File: src/rtl/if_stage_if.sv
// if_stage_if -- instruction memory bus between the fetch stage and memory.
//   imem_req_o   : fetch request, driven by the fetch stage
//   imem_addr_o  : fetch address, held stable from request until ack
//   imem_ack_i   : data-valid strobe from memory, one cycle per request
//   imem_rdata_i : instruction word, valid while imem_ack_i is 1
// Signal names match the original flat ports of if_stage.
interface if_stage_if;
    logic        imem_req_o;
    logic [31:0] imem_addr_o;
    logic        imem_ack_i;
    logic [31:0] imem_rdata_i;

    modport master (
        output imem_req_o,
        output imem_addr_o,
        input  imem_ack_i,
        input  imem_rdata_i
    );

    modport slave (
        input  imem_req_o,
        input  imem_addr_o,
        output imem_ack_i,
        output imem_rdata_i
    );
endinterface

File: src/rtl/if_stage.sv
// if_stage -- instruction fetch stage with a one-entry skid buffer and
// redirect handling for requests that are still outstanding.
//   clk           : clock, all state updates on the rising edge
//   reset         : asynchronous reset, active low
//   stall_i       : hold request from ID; IF/ID does not change while 1
//   redirect_i    : taken branch/jump from EX, has priority over stall_i
//   redirect_pc_i : redirect target (low two bits are ignored)
//   imem          : instruction memory bus (master side)
//   ifid_*_o      : IF/ID pipeline register (valid, pc, pc+4, instruction)
module if_stage #(
    parameter logic [31:0] RESET_PC = 32'h0000_0000
) (
    input  logic              clk,
    input  logic              reset,
    input  logic              stall_i,
    input  logic              redirect_i,
    input  logic [31:0]       redirect_pc_i,
    if_stage_if.master        imem,
    output logic              ifid_valid_o,
    output logic [31:0]       ifid_pc_o,
    output logic [31:0]       ifid_pc4_o,
    output logic [31:0]       ifid_instr_o
);

    typedef enum logic [1:0] {
        START    = 2'd0,
        FETCH    = 2'd1,
        BUFFERED = 2'd2,
        DROP     = 2'd3
    } state_t;

    state_t      state_q, state_d;
    logic [31:0] pc_q, pc_d;
    logic [31:0] skid_q, skid_d;
    logic [31:0] tgt_q, tgt_d;
    logic        valid_q, valid_d;
    logic [31:0] ipc_q, ipc_d;
    logic [31:0] ipc4_q, ipc4_d;
    logic [31:0] instr_q, instr_d;

    logic [31:0] redir_pc;
    logic [31:0] pc_inc;

    // Word-align the target; masking keeps every input bit in use.
    assign redir_pc = redirect_pc_i & ~32'd3;
    // 32-bit add wraps naturally modulo 2^32.
    assign pc_inc   = pc_q + 32'd4;

    always_ff @(posedge clk or negedge reset) begin
        if (!reset) begin
            state_q <= START;
            pc_q    <= RESET_PC;
            skid_q  <= '0;
            tgt_q   <= '0;
            valid_q <= 1'b0;
            ipc_q   <= '0;
            ipc4_q  <= '0;
            instr_q <= '0;
        end else begin
            state_q <= state_d;
            pc_q    <= pc_d;
            skid_q  <= skid_d;
            tgt_q   <= tgt_d;
            valid_q <= valid_d;
            ipc_q   <= ipc_d;
            ipc4_q  <= ipc4_d;
            instr_q <= instr_d;
        end
    end

    always_comb begin
        state_d = state_q;
        pc_d    = pc_q;
        skid_d  = skid_q;
        tgt_d   = tgt_q;
        valid_d = valid_q;
        ipc_d   = ipc_q;
        ipc4_d  = ipc4_q;
        instr_d = instr_q;

        case (state_q)
            START: begin
                state_d = FETCH;
                if (redirect_i) begin
                    pc_d    = redir_pc;
                    valid_d = 1'b0;
                end
            end

            FETCH: begin
                if (redirect_i) begin
                    valid_d = 1'b0;
                    if (imem.imem_ack_i) begin
                        pc_d = redir_pc;
                    end else begin
                        // Address must stay put until the old request acks.
                        tgt_d   = redir_pc;
                        state_d = DROP;
                    end
                end else if (imem.imem_ack_i) begin
                    if (!stall_i) begin
                        valid_d = 1'b1;
                        ipc_d   = pc_q;
                        ipc4_d  = pc_inc;
                        instr_d = imem.imem_rdata_i;
                        pc_d    = pc_inc;
                    end else begin
                        // pc keeps the buffered word's address until it drains.
                        skid_d  = imem.imem_rdata_i;
                        state_d = BUFFERED;
                    end
                end else if (!stall_i) begin
                    valid_d = 1'b0;
                end
            end

            BUFFERED: begin
                if (redirect_i) begin
                    valid_d = 1'b0;
                    pc_d    = redir_pc;
                    state_d = FETCH;
                end else if (!stall_i) begin
                    valid_d = 1'b1;
                    ipc_d   = pc_q;
                    ipc4_d  = pc_inc;
                    instr_d = skid_q;
                    pc_d    = pc_inc;
                    state_d = FETCH;
                end
            end

            DROP: begin
                if (redirect_i) begin
                    valid_d = 1'b0;
                end
                if (imem.imem_ack_i) begin
                    pc_d    = redirect_i ? redir_pc : tgt_q;
                    state_d = FETCH;
                end else if (redirect_i) begin
                    tgt_d = redir_pc;
                end
            end

            default: begin
                state_d = START;
            end
        endcase
    end

    assign imem.imem_req_o  = (state_q == FETCH) || (state_q == DROP);
    assign imem.imem_addr_o = pc_q;

    assign ifid_valid_o = valid_q;
    assign ifid_pc_o    = ipc_q;
    assign ifid_pc4_o   = ipc4_q;
    assign ifid_instr_o = instr_q;

endmodule

File: src/flat_wrapper.sv
// flat-port wrapper written by rule: the top's interface ports become plain ports
module if_stage_flat 
#(
    parameter logic [31:0] RESET_PC = 32'h0000_0000
)
  (clk, reset, stall_i, redirect_i, redirect_pc_i, ifid_valid_o, ifid_pc_o, ifid_pc4_o, ifid_instr_o, imem_imem_req_o, imem_imem_addr_o, imem_imem_ack_i, imem_imem_rdata_i);
  if_stage_if imem_i ();
  input  logic clk;
  input  logic reset;
  input  logic stall_i;
  input  logic redirect_i;
  input  logic [31:0] redirect_pc_i;
  output logic ifid_valid_o;
  output logic [31:0] ifid_pc_o;
  output logic [31:0] ifid_pc4_o;
  output logic [31:0] ifid_instr_o;
  output wire logic [$bits(imem_i.imem_req_o)-1:0] imem_imem_req_o;
  output wire logic [$bits(imem_i.imem_addr_o)-1:0] imem_imem_addr_o;
  input wire logic [$bits(imem_i.imem_ack_i)-1:0] imem_imem_ack_i;
  input wire logic [$bits(imem_i.imem_rdata_i)-1:0] imem_imem_rdata_i;
  assign imem_imem_req_o = imem_i.imem_req_o;
  assign imem_imem_addr_o = imem_i.imem_addr_o;
  assign imem_i.imem_ack_i = imem_imem_ack_i;
  assign imem_i.imem_rdata_i = imem_imem_rdata_i;
  if_stage #(.RESET_PC(RESET_PC)) u_core (.clk(clk), .reset(reset), .stall_i(stall_i), .redirect_i(redirect_i), .redirect_pc_i(redirect_pc_i), .imem(imem_i), .ifid_valid_o(ifid_valid_o), .ifid_pc_o(ifid_pc_o), .ifid_pc4_o(ifid_pc4_o), .ifid_instr_o(ifid_instr_o));
endmodule
File: config.mk
export PLATFORM = sky130hd
export DESIGN_NAME = if_stage_flat
export DESIGN_NICKNAME = d
export VERILOG_FILES = /design/src/rtl/if_stage_if.sv /design/src/rtl/if_stage.sv /design/src/flat_wrapper.sv
export SDC_FILE = /design/constraint.sdc
export NUM_CORES = 1
export LEC_CHECK = 0
export ABC_AREA = 0
export ABC_CLOCK_PERIOD_IN_PS = 5900
export BUFFER_PORTS_ARGS = -buffer_cell sky130_fd_sc_hd__buf_2
export CORE_MARGIN = 4
export CORE_UTILIZATION = 45
export DETAILED_ROUTE_END_ITERATION = 12
export GPL_TIMING_DRIVEN = 0
export PLACE_DENSITY = 0.79
export SYNTH_ARGS = -nofsm -noshare
export SYNTH_HDL_FRONTEND = slang
export SYNTH_SLANG_ARGS = --single-unit
File: constraint.sdc
create_clock -name clk -period 5.9 [get_ports clk]
set_clock_uncertainty 0.2 [all_clocks]
set_input_delay 0.295 -clock clk [delete_from_list [all_inputs] [get_ports clk]]
set_output_delay 0.295 -clock clk [all_outputs]
set_load 0.02 [all_outputs]
==> impl_results.md, run 1 <==
* Boundary pin count at 199
* Largest net degree at the start of global routing at 100
* First-pass GRT wire length at 42210 um
* Max Slew Vio Count at 0
* Post-cts sizing count at 0
* Static Leakage at 0.005189 uW
* Sequential cell area fraction in the yosys report at 53.40%
* Fraction of power consumed by sequential logic at 36.3%
* Antenna violations before repair at 2
* H-tree depth at 4
* Worst hold path cell count at 3
* Power per unit of standard cell area at 556.7 nW/um2
* Final Hold Viols at 0
* Fill cell count at 1566
* Total negative setup slack at 0 ps
* Cell with the most instances after synthesis: sky130_fd_sc_hd__dfrtp_1
* Netlist Area Pre-Place at 9045 um2
* Dpl cell area at 10400 um2
* Clk pwr share at 18.8%
* Max-cap violation count at 0
* Die Wd at 149.8 um
* Vertical die dimension at 149.8 um
* Tightest Pin Transition at 1097 ps
* Number of cells in the finished layout apart from fillers at 1387
* Vias in the first global route at 7880
* Max Clock Freq at 275.2 MHz
* Routed length per placed instance at 19.14 um
* Top FF cell, synth: sky130_fd_sc_hd__dfrtp_1
* Area added between synthesis and finish at 28.81%
* Detail-routed via count per cell at 5.673
* Number of distinct library cells after synthesis at 56
* Class of the worst hold path: in2reg
* Number of nets produced by synthesis at 905
* Clock slew at the register clock pins of the worst setup and hold paths at 70 ps
* Count of TritonRoute iterations in the first routing pass at 7
* Most common library cells after synthesis: 193 x sky130_fd_sc_hd__dfrtp_1, 90 x sky130_fd_sc_hd__mux2_2, 74 x sky130_fd_sc_hd__o21ai_0
* Avg Cell Area, Syn at 10.91 um2
* Place WS at 2331 ps
* Max rail drop VDD at 0.0002658 V
* Total core area at 19590 um2
* Number of flip-flops and latches in the synthesized netlist at 193
* Logic depth of the worst register-to-register path at 8
* Routed Antenna Nets at 0
* Net switching share of the total power at 42.91%
* Clock Sink Count at 193
* Minimum period implied by the final worst setup slack at 3634 ps
* DR iter-0 viols at 631
* Post-detailed-route DRC marker count at 0
* Design internal power at 3703 uW
* Leftover overflow at the end of global routing at 0
* Startpoint Class: flop
* Number of buffers inserted during clock tree synthesis at 17
* Run status: completed
* Yosys warnings at 0
* Post-synth ARST share at 100.0%
* Via count at 7868
* Yosys top cell area share at 53.40%
* Gr usage total at 23.99%
* Critical setup path kind: reg2reg
* HPWL after detailed placement at 18260 um
* Critical path endpoint category: flop
* Sum of routed wire length over all layers at 26540 um
* Floorplan die area at 22430 um2
* Biggest area contributors in the synthesized netlist: sky130_fd_sc_hd__dfrtp_1 53%, sky130_fd_sc_hd__mux2_2 11%, sky130_fd_sc_hd__o21ai_0 4.1%
* Reg area at 4830 um2
* Setup violations, final at 0
* Number of buffers between clock root and the deepest sink at 2
* Data arrival time at the worst-slack endpoint at 3730 ps
* Setup repair after global routing missed its margin: no
* Relative slew slack at 26.88%
* Area leader, netlist: sky130_fd_sc_hd__dfrtp_1
* Cells after Synth at 829
* Area of the multi-input gates at 3910 um2
* PortBufs at 196
* Count of placed standard cells including taps at 1291
* Routability Congestion at 0.9072
* Initial cell density of the core at 46.17%
* Net switching power at 2783 uW
* Critical path fanouts, max at 10
* Site row count at 51
* Buffer cell driving the clock tree root: sky130_fd_sc_hd__clkbuf_16
* Fraction of final layout cells with drive strength greater than 1 at 30.33%
* Final Cell Area at 11650 um2
* Layout net count at 1184
* Worst path required time at 5990 ps
* Worst-skew pair later-pin latency at 440 ps
* Number of setup buffers added after CTS at 0
* Count of flip-flops with a built-in enable after synthesis at 0
* Hold bufs inserted after CTS at 63
* Clock tree from TritonCTS: yes
* Min setup slack post-route at 2266 ps
* Fin crit share at 61.60%
* Share of total power in combinational logic at 44.9%
==> area by class of cell <==
class,instances,share of cell area (%)
Sequential cell,193,41.45
Multi-Input combinational cell,561,33.56
Timing Repair Buffer,260,14.15
Clock buffer,17,3.651
Tap cell,265,2.846
Buffer,62,2.201
Clock inverter,15,1.697
Inverter,13,0.4188
Antenna cell,1,0.02148
==> cell usage in the layout, fill, tap and decap left out, types with 9 or more instances in the layout <==
master                            n
sky130_fd_sc_hd__inv_1           12
sky130_fd_sc_hd__nor2_1          73
sky130_fd_sc_hd__nor3_1          11
sky130_fd_sc_hd__mux2_2          90
sky130_fd_sc_hd__a221oi_1        10
sky130_fd_sc_hd__dlygate4sd3_1   63
sky130_fd_sc_hd__dfrtp_1        193
sky130_fd_sc_hd__a21oi_1         41
sky130_fd_sc_hd__buf_2          201
sky130_fd_sc_hd__nand2_1         70
sky130_fd_sc_hd__clkbuf_1        46
sky130_fd_sc_hd__xnor2_1         25
sky130_fd_sc_hd__mux2i_1         36
sky130_fd_sc_hd__a222oi_1        11
sky130_fd_sc_hd__clkbuf_16       17
sky130_fd_sc_hd__nand4_1          9
sky130_fd_sc_hd__o21ai_0         74
sky130_fd_sc_hd__nand3_1         12
==> routing by layer <==
| metal | part of all wire [%] | wire (um) | vias up | global-route usage (%) |
|---|---|---|---|---|
| met5 | 0.072 | 19 | - | 0 |
| li1 | - | - | 3541 | - |
| met2 | 47 | 12460 | 404 | 38.96 |
| met1 | 40 | 10740 | 3845 | 30.41 |
| met3 | 8.9 | 2367 | 76 | 6.905 |
| met4 | 3.6 | 954 | 2 | 9.515 |
==> worst max-delay path, cell delays in order (launching register included) <==
cell                        delay (ps)
sky130_fd_sc_hd__dfrtp_1           440
sky130_fd_sc_hd__inv_1             110
sky130_fd_sc_hd__ha_1              370
sky130_fd_sc_hd__nor2b_1           150
sky130_fd_sc_hd__clkbuf_1          250
sky130_fd_sc_hd__a221oi_1          980
sky130_fd_sc_hd__clkbuf_1          600
sky130_fd_sc_hd__o21ai_0           220
sky130_fd_sc_hd__o2bb2ai_1         170
==> worst paths after layout <==
kind	start	to	slack [ps]
setup / recovery	u_core.state_q[0]	u_core.imem.imem_addr_o[24]	2270
hold / removal	stall_i	u_core.ifid_valid_o	20
setup reg to reg	u_core.state_q[0]	u_core.imem.imem_addr_o[24]	2270
hold reg to reg	u_core.ifid_pc_o[27]	u_core.ifid_pc_o[27]	280
max in group asynchronous	reset	u_core.ifid_instr_o[29]	4320
min in group asynchronous	reset	u_core.ifid_pc_o[7]	250
==> registers in the layout, indices dropped and copies added, names as in the netlist <==
signal                   count
u_core.ifid_instr_o         32
u_core.ifid_pc4_o           32
u_core.ifid_pc_o            30
u_core.ifid_valid_o          1
u_core.skid_q               32
u_core.state_q               2
u_core.tgt_q                32
u_core.imem.imem_addr_o     32
==> cell families after synthesis <==
| group | after synthesis | share of synthesized area (%) |
|---|---|---|
| buffers and inverters | 75 | 3.375 |
| muxes | 126 | 15.19 |
| adders and majority gates | 7 | 0.9683 |
| and+or+nand+nor | 221 | 11.74 |
| DFF | 193 | 53.40 |
| AOI/OAI and AO/OA | 178 | 12.52 |
| xor gates and xnor gates | 29 | 2.808 |
==> per-stage QoR <==
stage	util [%]	hold WS, ps	power, uW
global route	59.48	34.24	6871
detailed placement	53.06	165.6	5196
finish	59.48	16.82	6486
global placement	52.87	255.8	5088
CTS	59.46	5.166	6467
floorplan	-	-200.6	4190
==> power by group through the flow <==
| stage | Sequential, uW | Clock (uW) | Combinational [uW] |
|---|---|---|---|
| 2_1_floorplan | 2740 | 0 | 1450 |
| 4_1_cts | 2340 | 1250 | 2880 |
| 3_5_place_dp | 2350 | 0 | 2840 |
| 6_report | 2350 | 1220 | 2910 |
| 3_3_place_gp | 2320 | 0 | 2760 |
| 5_1_grt | 2420 | 1300 | 3150 |
No activity file was read; power rests on OpenSTA's default activity.
==> run 2, diff against run 1 <==
ABC_CLOCK_PERIOD_IN_PS = 3200   (was 5900)
PLACE_DENSITY = 0.82   (was 0.79)
clock period = 3.2 ns   (was 5.9 ns; I/O delays follow)
==> run 2 against run 1 <==
Net effect: die area did not move; via count rose by 1.7%; first-iteration DRC count is 45% higher; design area is essentially flat; worst hold slack better by 82 ps; combinational power is 87% higher; critical path type unchanged.
==> impl_results.md, run 2 (synthesized netlist as in run 1, its figures left out) <==
* Reg area at 4830 um2
* Worst path required time at 3280 ps
* Minimum period implied by the final worst setup slack at 3101 ps
* Vertical die dimension at 149.8 um
* Tightest Pin Transition at 902.5 ps
* First-pass GRT wire length at 43420 um
* Via count at 7999
* Max rail drop VDD at 0.0006926 V
* Setup repair after global routing missed its margin: no
* Launch instance of the worst register-to-register path: u_core.state_q[0]
* Die Wd at 149.8 um
* Logic depth of the worst register-to-register path at 9
* Critical setup path kind: reg2reg
* Commonest non-fill, non-tap cells in the layout: 201 x sky130_fd_sc_hd__buf_2, 193 x sky130_fd_sc_hd__dfrtp_1, 90 x sky130_fd_sc_hd__mux2_2
* R2R Setup Slk at 100 ps
* Fraction of final layout cells with drive strength greater than 1 at 31.10%
* Count of inserted antenna diode cells at 0
* Routability Congestion at 0.8839
* Site row count at 51
* Static Leakage at 0.005206 uW
* Relative slew slack at 39.28%
* Run status: completed
* Dpl cell area at 10400 um2
* Number of buffers between clock root and the deepest sink at 2
* Detail-routed via count per cell at 5.780
* Area added between synthesis and finish at 28.80%
* Vias in the first global route at 8114
* Max Clock Freq at 322.5 MHz
* Layout net count at 1186
* Setup violations, final at 0
* Number of cells in the finished layout apart from fillers at 1384
* Floorplan die area at 22430 um2
* Routed Antenna Nets at 0
* Buffer cell driving the clock tree root: sky130_fd_sc_hd__clkbuf_16
* Count of placed standard cells including taps at 1291
* Number of setup buffers added after CTS at 0
* Leftover overflow at the end of global routing at 0
* Clock Sink Count at 193
* Routed length per placed instance at 19.92 um
* Startpoint Class: flop
* Worst-skew pair later-pin latency at 440 ps
* Total core area at 19590 um2
* Power per unit of standard cell area at 1028 nW/um2
* Fin crit share at 96.90%
* HPWL after detailed placement at 18610 um
* Count of TritonRoute iterations in the first routing pass at 6
* Critical path endpoint category: flop
* Largest net degree at the start of global routing at 101
* Post-detailed-route DRC marker count at 0
* DR iter-0 viols at 917
* Layout Utilization at 59.47%
* Max-cap violation count at 0
* Antenna violations before repair at 2
* Number of buffers inserted during clock tree synthesis at 17
* Class of the worst hold path: in2async
* Clock tree from TritonCTS: yes
* Fill cell count at 1589
* Sum of routed wire length over all layers at 27580 um
* Tightest hold margin at 98.87 ps
* H-tree depth at 4
* Data arrival time at the worst-slack endpoint at 3180 ps
* Max Slew Vio Count at 0
* Gr usage total at 24.61%
* Critical path fanouts, max at 10
* Clock slew at the register clock pins of the worst setup and hold paths at 70 ps
* Most common cell after layout, fill and taps aside: sky130_fd_sc_hd__buf_2
* Final Cell Area at 11650 um2
* Boundary pin count at 199
* Terminus of the critical flop-to-flop path: u_core.imem.imem_addr_o[15]
* Area of the multi-input gates at 3931 um2
* Final Hold Viols at 0
* PortBufs at 196
* Initial cell density of the core at 46.17%
* Critical path startpoint: u_core.state_q[0]
## run 2: layout make-up
cell class | instances | area share (%)
buffer | 62 | 2.309
timing repair buffer | 262 | 14.33
multi-input combinational | 561 | 33.75
clock inverter | 10 | 1.128
inverter | 13 | 0.4189
clock buffer | 18 | 3.770
sequential | 193 | 41.46
tap | 265 | 2.846
## run 2: metrics by stage
step | setup WS, ps | total power (uW) | TNS, ps
2_1_floorplan | 653.8 | 7724 | 0
5_1_grt | 26.15 | 12630 | 0
4_1_cts | 10.46 | 11860 | 0
3_3_place_gp | -1414 | 9353 | -270750
6_report | 99.18 | 11970 | 0
3_5_place_dp | -365.1 | 9611 | -5130
## run 2: worst max path at each step
stage,to,cells past startpoint
final,u_core.imem.imem_addr_o[15],9
after global routing,u_core.imem.imem_addr_o[15],9
after CTS,u_core.ifid_pc_o[27],9
after detailed placement,u_core.imem.imem_addr_o[24],8
after global placement,u_core.skid_q[0],1
after floorplan,u_core.imem.imem_addr_o[18],8
## run 2: timing repair
item	in CTS	in global routing
resized for setup	5	15
hold buffers	65	0
hold endpoints to repair	218	0
endpoints found under the setup margin	39	69
## run 2: per-layer routing
metal,up-vias,GRT usage (%),routed length [um]
li1,3532,-,-
met1,3886,30.47,10450
met2,488,40.43,13220
met3,89,7.299,2782
met4,4,10.16,1101
met5,-,0,21
## run 2: critical path: stages, from the launching register on
cell	delay, ps
sky130_fd_sc_hd__dfrtp_1	430
sky130_fd_sc_hd__inv_1	110
sky130_fd_sc_hd__ha_1	380
sky130_fd_sc_hd__nor2b_1	160
sky130_fd_sc_hd__clkbuf_2	220
sky130_fd_sc_hd__a221oi_4	510
sky130_fd_sc_hd__clkbuf_1	480
sky130_fd_sc_hd__o21ai_0	230
sky130_fd_sc_hd__nand2_1	130
sky130_fd_sc_hd__o21ai_0	90
## run 2: report_power, final
| group | internal [uW] | switching, uW | total (uW) |
|---|---|---|---|
| Combinational | 2100 | 3350 | 5450 |
| Clock | 1170 | 985 | 2160 |
| Sequential | 3560 | 804 | 4370 |
| Total | 6830 | 5140 | 12000 |
